==> src/rtl/counters_pkg.sv <==
// Shared constants for the counters sequence generator: mode encodings,
// reset values and illegal-state recovery targets.
package counters_pkg;

   localparam int BIN_UP   = 0;
   localparam int BIN_DOWN = 1;
   localparam int GRAY     = 2;
   localparam int JOHNSON  = 3;
   localparam int RING     = 4;
   localparam int LFSR     = 5;

   localparam logic [2:0] RST_ZERO = 3'b000;
   localparam logic [2:0] RST_ONE  = 3'b001;

   localparam logic [2:0] JOHNSON_RECOVER = 3'b000;
   localparam logic [2:0] RING_RECOVER    = 3'b001;
   localparam logic [2:0] LFSR_RECOVER    = 3'b001;

   // RING and LFSR cannot start from zero, so they leave reset at 001
   function automatic logic [2:0] reset_value(input int mode);
      return (mode == RING || mode == LFSR) ? RST_ONE : RST_ZERO;
   endfunction

   function automatic logic [2:0] to_gray(input logic [2:0] b);
      return b ^ (b >> 1);
   endfunction

endpackage

==> src/rtl/counters_next.sv <==
// Combinational next-state map for every counting mode, including the
// recovery of states that are unreachable in normal operation.
module counters_next
   import counters_pkg::*;
#(
   parameter int MODE = BIN_UP
) (
   input  logic [2:0] state,
   output logic [2:0] next
);

   always_comb begin
      next = state;
      case (MODE)
         BIN_UP:   next = state + 3'd1;
         BIN_DOWN: next = state - 3'd1;
         GRAY:     next = state + 3'd1;
         JOHNSON: begin
            if (state == 3'b010 || state == 3'b101)
               next = JOHNSON_RECOVER;
            else
               next = {state[1:0], ~state[2]};
         end
         RING: begin
            if (state == 3'b001 || state == 3'b010 || state == 3'b100)
               next = {state[1:0], state[2]};
            else
               next = RING_RECOVER;
         end
         LFSR: begin
            // x^3+x^2+1 Fibonacci form; the all-zero lockup state is escaped
            if (state == 3'b000)
               next = LFSR_RECOVER;
            else
               next = {state[1:0], state[2] ^ state[1]};
         end
         default: next = state;
      endcase
   end

endmodule

==> src/rtl/counters.sv <==
// Free-running 3-bit pattern source; MODE picks the count code at elaboration.
// Holds the state registers, async reset and the MODE legality check.
module counters
   import counters_pkg::*;
#(
   parameter int MODE = BIN_UP
) (
   input  logic       clk,
   input  logic       rst,
   output logic [2:0] cnt
);

   if (MODE < BIN_UP || MODE > LFSR) begin : g_bad_mode
      $error("counters: MODE %0d is not a legal sequence select", MODE);
   end

   logic [2:0] state_q;
   logic [2:0] state_d;

   counters_next #(.MODE(MODE)) u_next (
      .state (state_q),
      .next  (state_d)
   );

   always_ff @(posedge clk or posedge rst) begin
      if (rst)
         state_q <= reset_value(MODE);
      else
         state_q <= state_d;
   end

   // In GRAY mode state_q is the hidden binary count and cnt is its registered Gray image
   if (MODE == GRAY) begin : g_gray
      logic [2:0] gray_q;

      always_ff @(posedge clk or posedge rst) begin
         if (rst)
            gray_q <= RST_ZERO;
         else
            gray_q <= to_gray(state_d);
      end

      assign cnt = gray_q;
   end else begin : g_direct
      assign cnt = state_q;
   end

endmodule

==> config.mk <==
export PLATFORM = sky130hd
export DESIGN_NAME = counters
export DESIGN_NICKNAME = d
export VERILOG_FILES = /design/src/rtl/counters_pkg.sv /design/src/rtl/counters_next.sv /design/src/rtl/counters.sv
export SDC_FILE = /design/constraint.sdc
export NUM_CORES = 1
export LEC_CHECK = 0
export BUFFER_PORTS_ARGS = -buffer_cell sky130_fd_sc_hd__buf_2
export CORE_AREA = 2 2 39 41
export DETAILED_ROUTE_END_ITERATION = 8
export DIE_AREA = 0 0 41 43
export PLACE_DENSITY_LB_ADDON = 0.3
export SLEW_MARGIN = 25
export SYNTH_ARGS = -nofsm -noshare
export SYNTH_HDL_FRONTEND = slang
export SYNTH_SLANG_ARGS = --single-unit
==> constraint.sdc <==
create_clock -name clk -period 1 [get_ports clk]
set_clock_uncertainty 0.15 [all_clocks]
set_input_delay 0.05 -clock clk [delete_from_list [all_inputs] [get_ports clk]]
set_output_delay 0.05 -clock clk [all_outputs]
set_load 0.02 [all_outputs]
Yosys cells after proc, flatten, opt, wreduce, memory -nomap -nowiden

Cells that the tools add are included.

Flip-flop bits (word level): 3
Input port bits: 2
Output and inout bits: 3
Logic and storage cells: 2

$add $sub $neg: 1

Operators by type and width:

| operator            | number |
|---|---|
| $add 3x1->3 const B | 1 |

Logic depth before layout (Yosys ltp)

Gate-level depths: netlist of the first run.

Depth in word-level cells: 1
Mapped depth: 2
Depth with buffers taken out: 2

Modules after synthesis

A second synthesis of the first run with hierarchy kept.

Cell total of the unflattened synthesis: 7
Area, all modules: 103.8 um^2

By module, submodules not included:

| module        | times used | cells an instance | area each (um^2) |
|---|---|---|---|
| counters      | 1          | 4                 | 78.8 |
| counters_next | 1          | 3                 | 25.0 |

Worst setup path before layout of the first run

No wires, ideal clock.

Path type: register to register
Start point: register state_q[0], in the netlist cnt[0]
End point: register state_q[2], in the netlist cnt[2]
Setup time: 0.134 ns
Data arrival time: 0.825 ns
Slack: -0.109 ns
Stages on the path, launching flop included: 3
Period minus slack after synthesis: 1.109 ns
Cells stage by stage: dfrtp_1 -> ha_1 -> xor2_1

Word-level cells in the longest chain between the ends: 1

RTL lines:

| what                     | RTL line            | text |
|---|---|---|
| start: declaration       | counters.sv:17      | `logic [2:0] state_q;` |
| start signal: assignment | counters.sv:27      | `state_q <= reset_value(MODE);` |
| start signal: assignment | counters.sv:29      | `state_q <= state_d;` |
| $add 3x1->3              | counters_next.sv:15 | `BIN_UP: next = state + 3'd1;` |
| named net state_d[2]     | counters.sv:18      | `logic [2:0] state_d;` |

The timed path passes the listed nets, and every way through them passes these cells.

Final worst setup path of the first run

Ends and elaborated chain as after synthesis.

==> results of run 1 <==
-- worst reg2reg max path, stage by stage, from the launching register on --
cell	delay [ns]
dfrtp_2	0.43
ha_4	0.16
xor2_1	0.15
-- power by group --
part,switching [mW],leakage (nW),internal [mW]
combinational,0.00332,0.0586,0.00419
sequential,0,0.0359,0.122
clock,0.0583,0.0150,0.149
-- kinds of logic after synthesis --
kind of cell               share of synthesized area (%)
xor gates and xnor gates                            8.44
adders and majority gates                           12.0
buffers and inverters                               7.23
DFF                                                 72.3
-- cell type report --
class,instances,area [um^2]
repair buffers,5,42.5
inverters,2,7.51
multi-input cells,2,33.8
well taps,16,20.0
fillers,162,1180
clock buffers,4,26.3
flip-flops and latches,3,77.6
-- layer usage --
layer	wire length [um]	share of wire (%)
met1	80	33
met2	126	52
met3	29	12
met4	6	2.5
met5	0	0
-- path summary, 6_finish.rpt --
path,to,cells past startpoint
worst max-delay path,cnt[2],2
worst min-delay path,cnt[2],3
worst max register to register,cnt[2],2
worst min register to register,cnt[2],1
max in group asynchronous,cnt[1],3
min in group clk,cnt[2],1
-- metrics by stage --
step / setup slack (ns) / instances / instance area, um^2 / TNS, ns
after global placement: 0.0204 / 27 / 149 / 0
after global routing: -0.0268 / 32 / 208 / -0.0769
after detailed placement: -0.00725 / 27 / 149 / -0.00725
final: -0.0122 / 32 / 208 / -0.0122
after floorplan: -0.0531 / 7 / 109 / -0.0531
after CTS: -0.0132 / 32 / 185 / -0.0230
-- cells in the final DEF (no fill, tap or decap) --
master         Yosys  routed
dfrtp_2            0       2
clkbuf_4           0       3
inv_1              2       2
buf_6              0       2
xor2_1             1       1
dfrtp_1            3       1
ha_4               0       1
clkbuf_1           0       1
buf_2              0       2
dlygate4sd3_1      0       1
-- timing repair --
item	4_1_cts	5_1_grt
endpoints found under the hold margin	3	0
resized for setup	0	5
pin swaps	0	0
endpoints found under the setup margin	2	3
hold buffers	1	0
==> metrics.md, run 1 <==
| Metric | Value |
|---|---|
| Status | finished, violations left |
| Failing checks | setup timing |
| Syn Inst Count | 7 |
| Starting Density | 7.50% |
| Via count | 84 |
| Critical Path Source Type | flop |
| First-pass GRT wire length | roughly 350 um |
| Area leader, netlist | dfrtp_1 |
| Yosys Warn Count | 0 |
| R2R Setup Slk | -0.01 ns |
| Final ANT Viol Nets | 0 |
| Area of the mapped netlist | a little over 100 um^2 |
| Synth top area cells | dfrtp_1 72%, ha_1 12%, xor2_1 8.4% |
| Maximum clock frequency | a little under 1000 MHz |
| Register area share after synthesis | between 70 and 80% |
| Maximum vdd drop | approximately 0.21 mV |
| Initial DRC count | 4 |
| All-Layer GR Usage | between 4 and 5% |
| Crit-path slowest cell | dfrtp_2 |
| Share of cells above drive strength 1 | between 60% and 70% |
| Vias per inst | approximately 2.6 |
| Final Hold Fails | 0 |
| Crit Reg-Reg Startpoint | cnt[0] |
| CTS sink cnt | 3 |
| Synth Register Bits | 3 |
| # IOs | 5 |
| P per Cell Area | about 1600 mW/mm^2 |
| Drt pass-1 iters | 2 |
| Worst min path class | in2async |
| Row cnt | 14 |
| Lkg Pwr | about 0.11 nW |
| Worst-Margin Slew | about 0.13 ns |
| CTS Root Cell | clkbuf_4 |
| Layer with the highest usage | met4 |
| Yosys cell types | 4 |
| Die height | 43 um |
| Worst path cell trace | ha_4 > xor2_1 |
| Met1 Use GR | 1.94% |
| Max_cap viols | 0 |
| Largest fanout on the critical path | 3 |
| RSZ-0062 raised after global routing | true |
| Worst skew pair latency | roughly 0.23 ns |
| Congestion Overflow GR | 0 |
| Gpl congestion | 0.423 |
| Critical Path AT | between 0.9 and 1 ns |
| Worst hold slack | 0.0870 ns |
| Synth cell count leaders | 3 x dfrtp_1, 2 x inv_1, 1 x ha_1, 1 x xor2_1 |
| Met3 Usage GRT | about 4.7% |
| Async SR Flop Fraction | between 90% and 100% |
| Slew margin rel. | 91.5% |
| Clock slew at reported path FFs | ~0.030 ns |
| Setup-failing EPs final | 1 |
| Yosys top cell area share | 72.3% |
| Worst path required time | around 0.96 ns |
| Pin count of the biggest net entering global routing | 4 |
| DIE WIDTH | between 40 and 50 um |
| CP startpoint | cnt[0] |
| Clk buf depth | 2 |
| Primary FF master, synth | dfrtp_1 |
| Worst setup margin | -0.0122 ns |
| PortBufs | 4 |
| Setup crit end kind | flop |
| Initial antenna violation count | 0 |
| Max reg flops | 3 |
| CP peak stage delay | approximately 0.43 ns |
| Final Cycle Share | 101% |
| Most frequent cell after synthesis | dfrtp_1 |
| Num CTS Buffers | 3 |
| Total power | around 0.34 mW |
| Average size of a mapped cell | approximately 15 um^2 |
| Buf/Inv on CP | 0 |
| Postcts setup bufs | 0 |
| Die area | approximately 0.0018 mm^2 |
| Nets | 20 |
| Sum of routed wire length over all layers | 242 um |
| H-tree depth | 1 |
| Final Max Slew Viols | 0 |
| Min Tclk post-route | 1.01 ns |
| Post-Syn Nets | 10 |
| DRC viols | 0 |
| M2 GR Usage | approximately 4.4% |
| Layout area overhead | 100% |
| Delay-heaviest family, CP | flip-flops |
| Setup CP Type | reg2reg |
| Finished Core Util | approximately 15% |
| Diode count | 0 |
| DR WL/cell | between 7 and 8 um |
| Core area | 0.00138 mm^2 |
| CTS tree | done |
| Post-synth EDFFs | 0 |
| Vias in the first global route | 99 |
No activity file was read; power rests on OpenSTA's default activity.
==> inputs of run 2 (changes only) <==
SKIP_CTS_REPAIR_TIMING = 1   (was not set)
==> run 2 against run 1 <==
  * The run still ends with setup timing left
  * Cell count is the same
  * Setup slack better by 0.00071 ns
  * Wire length fell by 3.3%
  * Critical path type unchanged
==> metrics.md, run 2 (synthesis results as in run 1) <==
| Metric | Value |
|---|---|
| Clock slew at reported path FFs | 0.03 ns (about the same) |
| Starting Density | 7.50% (unchanged) |
| Die area | 0.00176 mm^2 (unchanged) |
| Worst path required time | 0.96 ns (about the same) |
| Max reg flops | 3 (unchanged) |
| Pint | 0.276 mW (about the same) |
| Placement Cell Area | 149 um^2 (unchanged) |
| Worst skew pair latency | 0.23 ns (about the same) |
| Failing checks | setup timing (unchanged) |
| CTS Root Cell | clkbuf_4 (unchanged) |
| Gpl congestion | 0.423 (unchanged) |
| Setup CP Type | reg2reg (unchanged) |
| Net Sw Frac | 18.3% (about the same) |
| DR WL/cell | 7.31 um (was 7.56 um) |
| Buf/Inv on CP | 0 (unchanged) |
| Sum of routed wire length over all layers | 234 um (was 242 um) |
| Crit-path slowest cell | dfrtp_2 (unchanged) |
| Post-Place Cells | 27 (unchanged) |
| Congestion Overflow GR | 0 (unchanged) |
| CTS sink cnt | 3 (unchanged) |
| Pin count of the biggest net entering global routing | 4 (unchanged) |
| Layout area overhead | 100% (unchanged) |
| RSZ-0062 raised after global routing | true (unchanged) |
| Initial antenna violation count | 0 (unchanged) |
| Final Max Slew Viols | 0 (unchanged) |
| Sw Pwr | 0.0616 mW (about the same) |
| Vias in the first global route | 99 (unchanged) |
| Nets | 20 (unchanged) |
| Finished Cell Area | 208 um^2 (unchanged) |
| Num CTS Buffers | 3 (unchanged) |
| Drt pass-1 iters | 2 (unchanged) |
| Worst-Margin Slew | 0.127 ns (about the same) |
| DRC viols | 0 (unchanged) |
| Vias per inst | 2.63 (unchanged) |
| Logic pwr share | 2.2% (about the same) |
| CTS tree | done (unchanged) |
| Worst min path class | in2async (unchanged) |
| H-tree depth | 1 (unchanged) |
| Diode count | 0 (unchanged) |
| All-Layer GR Usage | 4.12% (unchanged) |
| Clk buf depth | 2 (unchanged) |
| Slew margin rel. | 91.5% (about the same) |
| Core area | 0.00138 mm^2 (unchanged) |
| Share of cells above drive strength 1 | 62.5% (unchanged) |
| Row cnt | 14 (unchanged) |
| Clock share of power | 61.5% (about the same) |
| Cell Count, Final, Fillers Out | 32 (unchanged) |
| Maximum clock frequency | 989 MHz (was 988 MHz) |
| Setup-failing EPs final | 1 (unchanged) |
| First-pass GRT wire length | 345 um (unchanged) |
| Finished Core Util | 15.0% (unchanged) |
| Metal-1 WL | 78 um (was 80 um) |
| CP peak stage delay | 0.43 ns (about the same) |
| PortBufs | 4 (unchanged) |
| Die height | 43 um (unchanged) |
| # IOs | 5 (unchanged) |
| Critical Path AT | 0.97 ns (about the same) |
| Max_cap viols | 0 (unchanged) |
| Met3 routed WL | 31 um (was 29 um) |
| Commonest non-fill, non-tap cell in the layout | clkbuf_4 (unchanged) |
| Largest fanout on the critical path | 3 (unchanged) |
| Status | finished, violations left (unchanged) |
| Worst hold slack | 0.0875 ns (was 0.0870 ns) |
| Worst path cell trace | ha_4 > xor2_1 (unchanged) |
| Initial DRC count | 4 (unchanged) |
| Min Tclk post-route | 1.01 ns (about the same) |
| Critical Path Source Type | flop (unchanged) |
| P per Cell Area | 1620 mW/mm^2 (about the same) |
| DIE WIDTH | 41 um (unchanged) |
| Via count | 84 (unchanged) |
| Maximum vdd drop | 0.210 mV (about the same) |
| Sequential Power Share | 36.2% (about the same) |
| WL met2 | 118 um (was 126 um) |
| Final Cycle Share | 101% (about the same) |
| Layout fillers | 162 (unchanged) |
| Commonest non-fill, non-tap cells in the layout | 3 x clkbuf_4, 2 x inv_1, 2 x dfrtp_2, 2 x buf_2, 2 x buf_6 (unchanged) |
| Final ANT Viol Nets | 0 (unchanged) |
| Worst setup margin | -0.0115 ns (was -0.0122 ns) |
| Delay-heaviest family, CP | flip-flops (unchanged) |
| Setup crit end kind | flop (unchanged) |
| Lkg Pwr | 0.109 nW (unchanged) |
| Highest Signal Layer | met4 (unchanged) |
| Final Hold Fails | 0 (unchanged) |
-- run 2: cell counts in the layout (fill, tap and decap cells not counted) --
Identical to the previous run, type by type.
-- run 2: final cells by class --
class / instances / area (um^2) / area share, %
Inverter: 2 / 7.51 / 3.61
Clock buffer: 4 / 26.3 / 12.7
Sequential cell: 3 / 77.6 / 37.3
Timing Repair Buffer: 5 / 42.5 / 20.5
Tap cell: 16 / 20.0 / 9.64
Multi-Input combinational cell: 2 / 33.8 / 16.3
-- run 2: worst paths after layout --
check | startpoint | endpoint | cells after the start | slack (ns)
max | cnt[0] | cnt[2] | 2 | -0.01
min | rst | cnt[2] | 3 | 0.09
max reg2reg | cnt[0] | cnt[2] | 2 | -0.01
min reg2reg | cnt[2] | cnt[2] | 1 | 0.31
max in group asynchronous | rst | cnt[1] | 3 | 0.47
min in group clk | cnt[2] | cnt[2] | 1 | 0.31
-- run 2: power groups by stage --
stage	Combinational, mW	Clock, mW	Sequential, mW
floorplan	0.00210	0	0.124
global placement	0.00386	0	0.124
detailed placement	0.00462	0	0.124
CTS	0.00466	0.218	0.122
global route	0.00848	0.241	0.122
finish	0.00752	0.207	0.122
-- run 2: through the flow --
stage / setup TNS (ns) / total power [mW] / worst slack, ns
floorplan: -0.0531 / 0.126 / -0.0531
global placement: 0 / 0.127 / 0.0204
detailed placement: -0.00725 / 0.128 / -0.00725
CTS: -0.0230 / 0.344 / -0.0132
global route: -0.0773 / 0.372 / -0.0269
finish: -0.0115 / 0.337 / -0.0115
-- run 2: routing by layer --
layer	track usage, %	up-vias
met4	8.00	0
met1	1.94	39
met5	0	-
met2	4.38	5
li1	-	38
met3	4.71	2
-- run 2: worst min-delay path, stage by stage --
cell and delay (ns):
dlygate4sd3_1 0.53, buf_2 0.12, inv_1 0.10
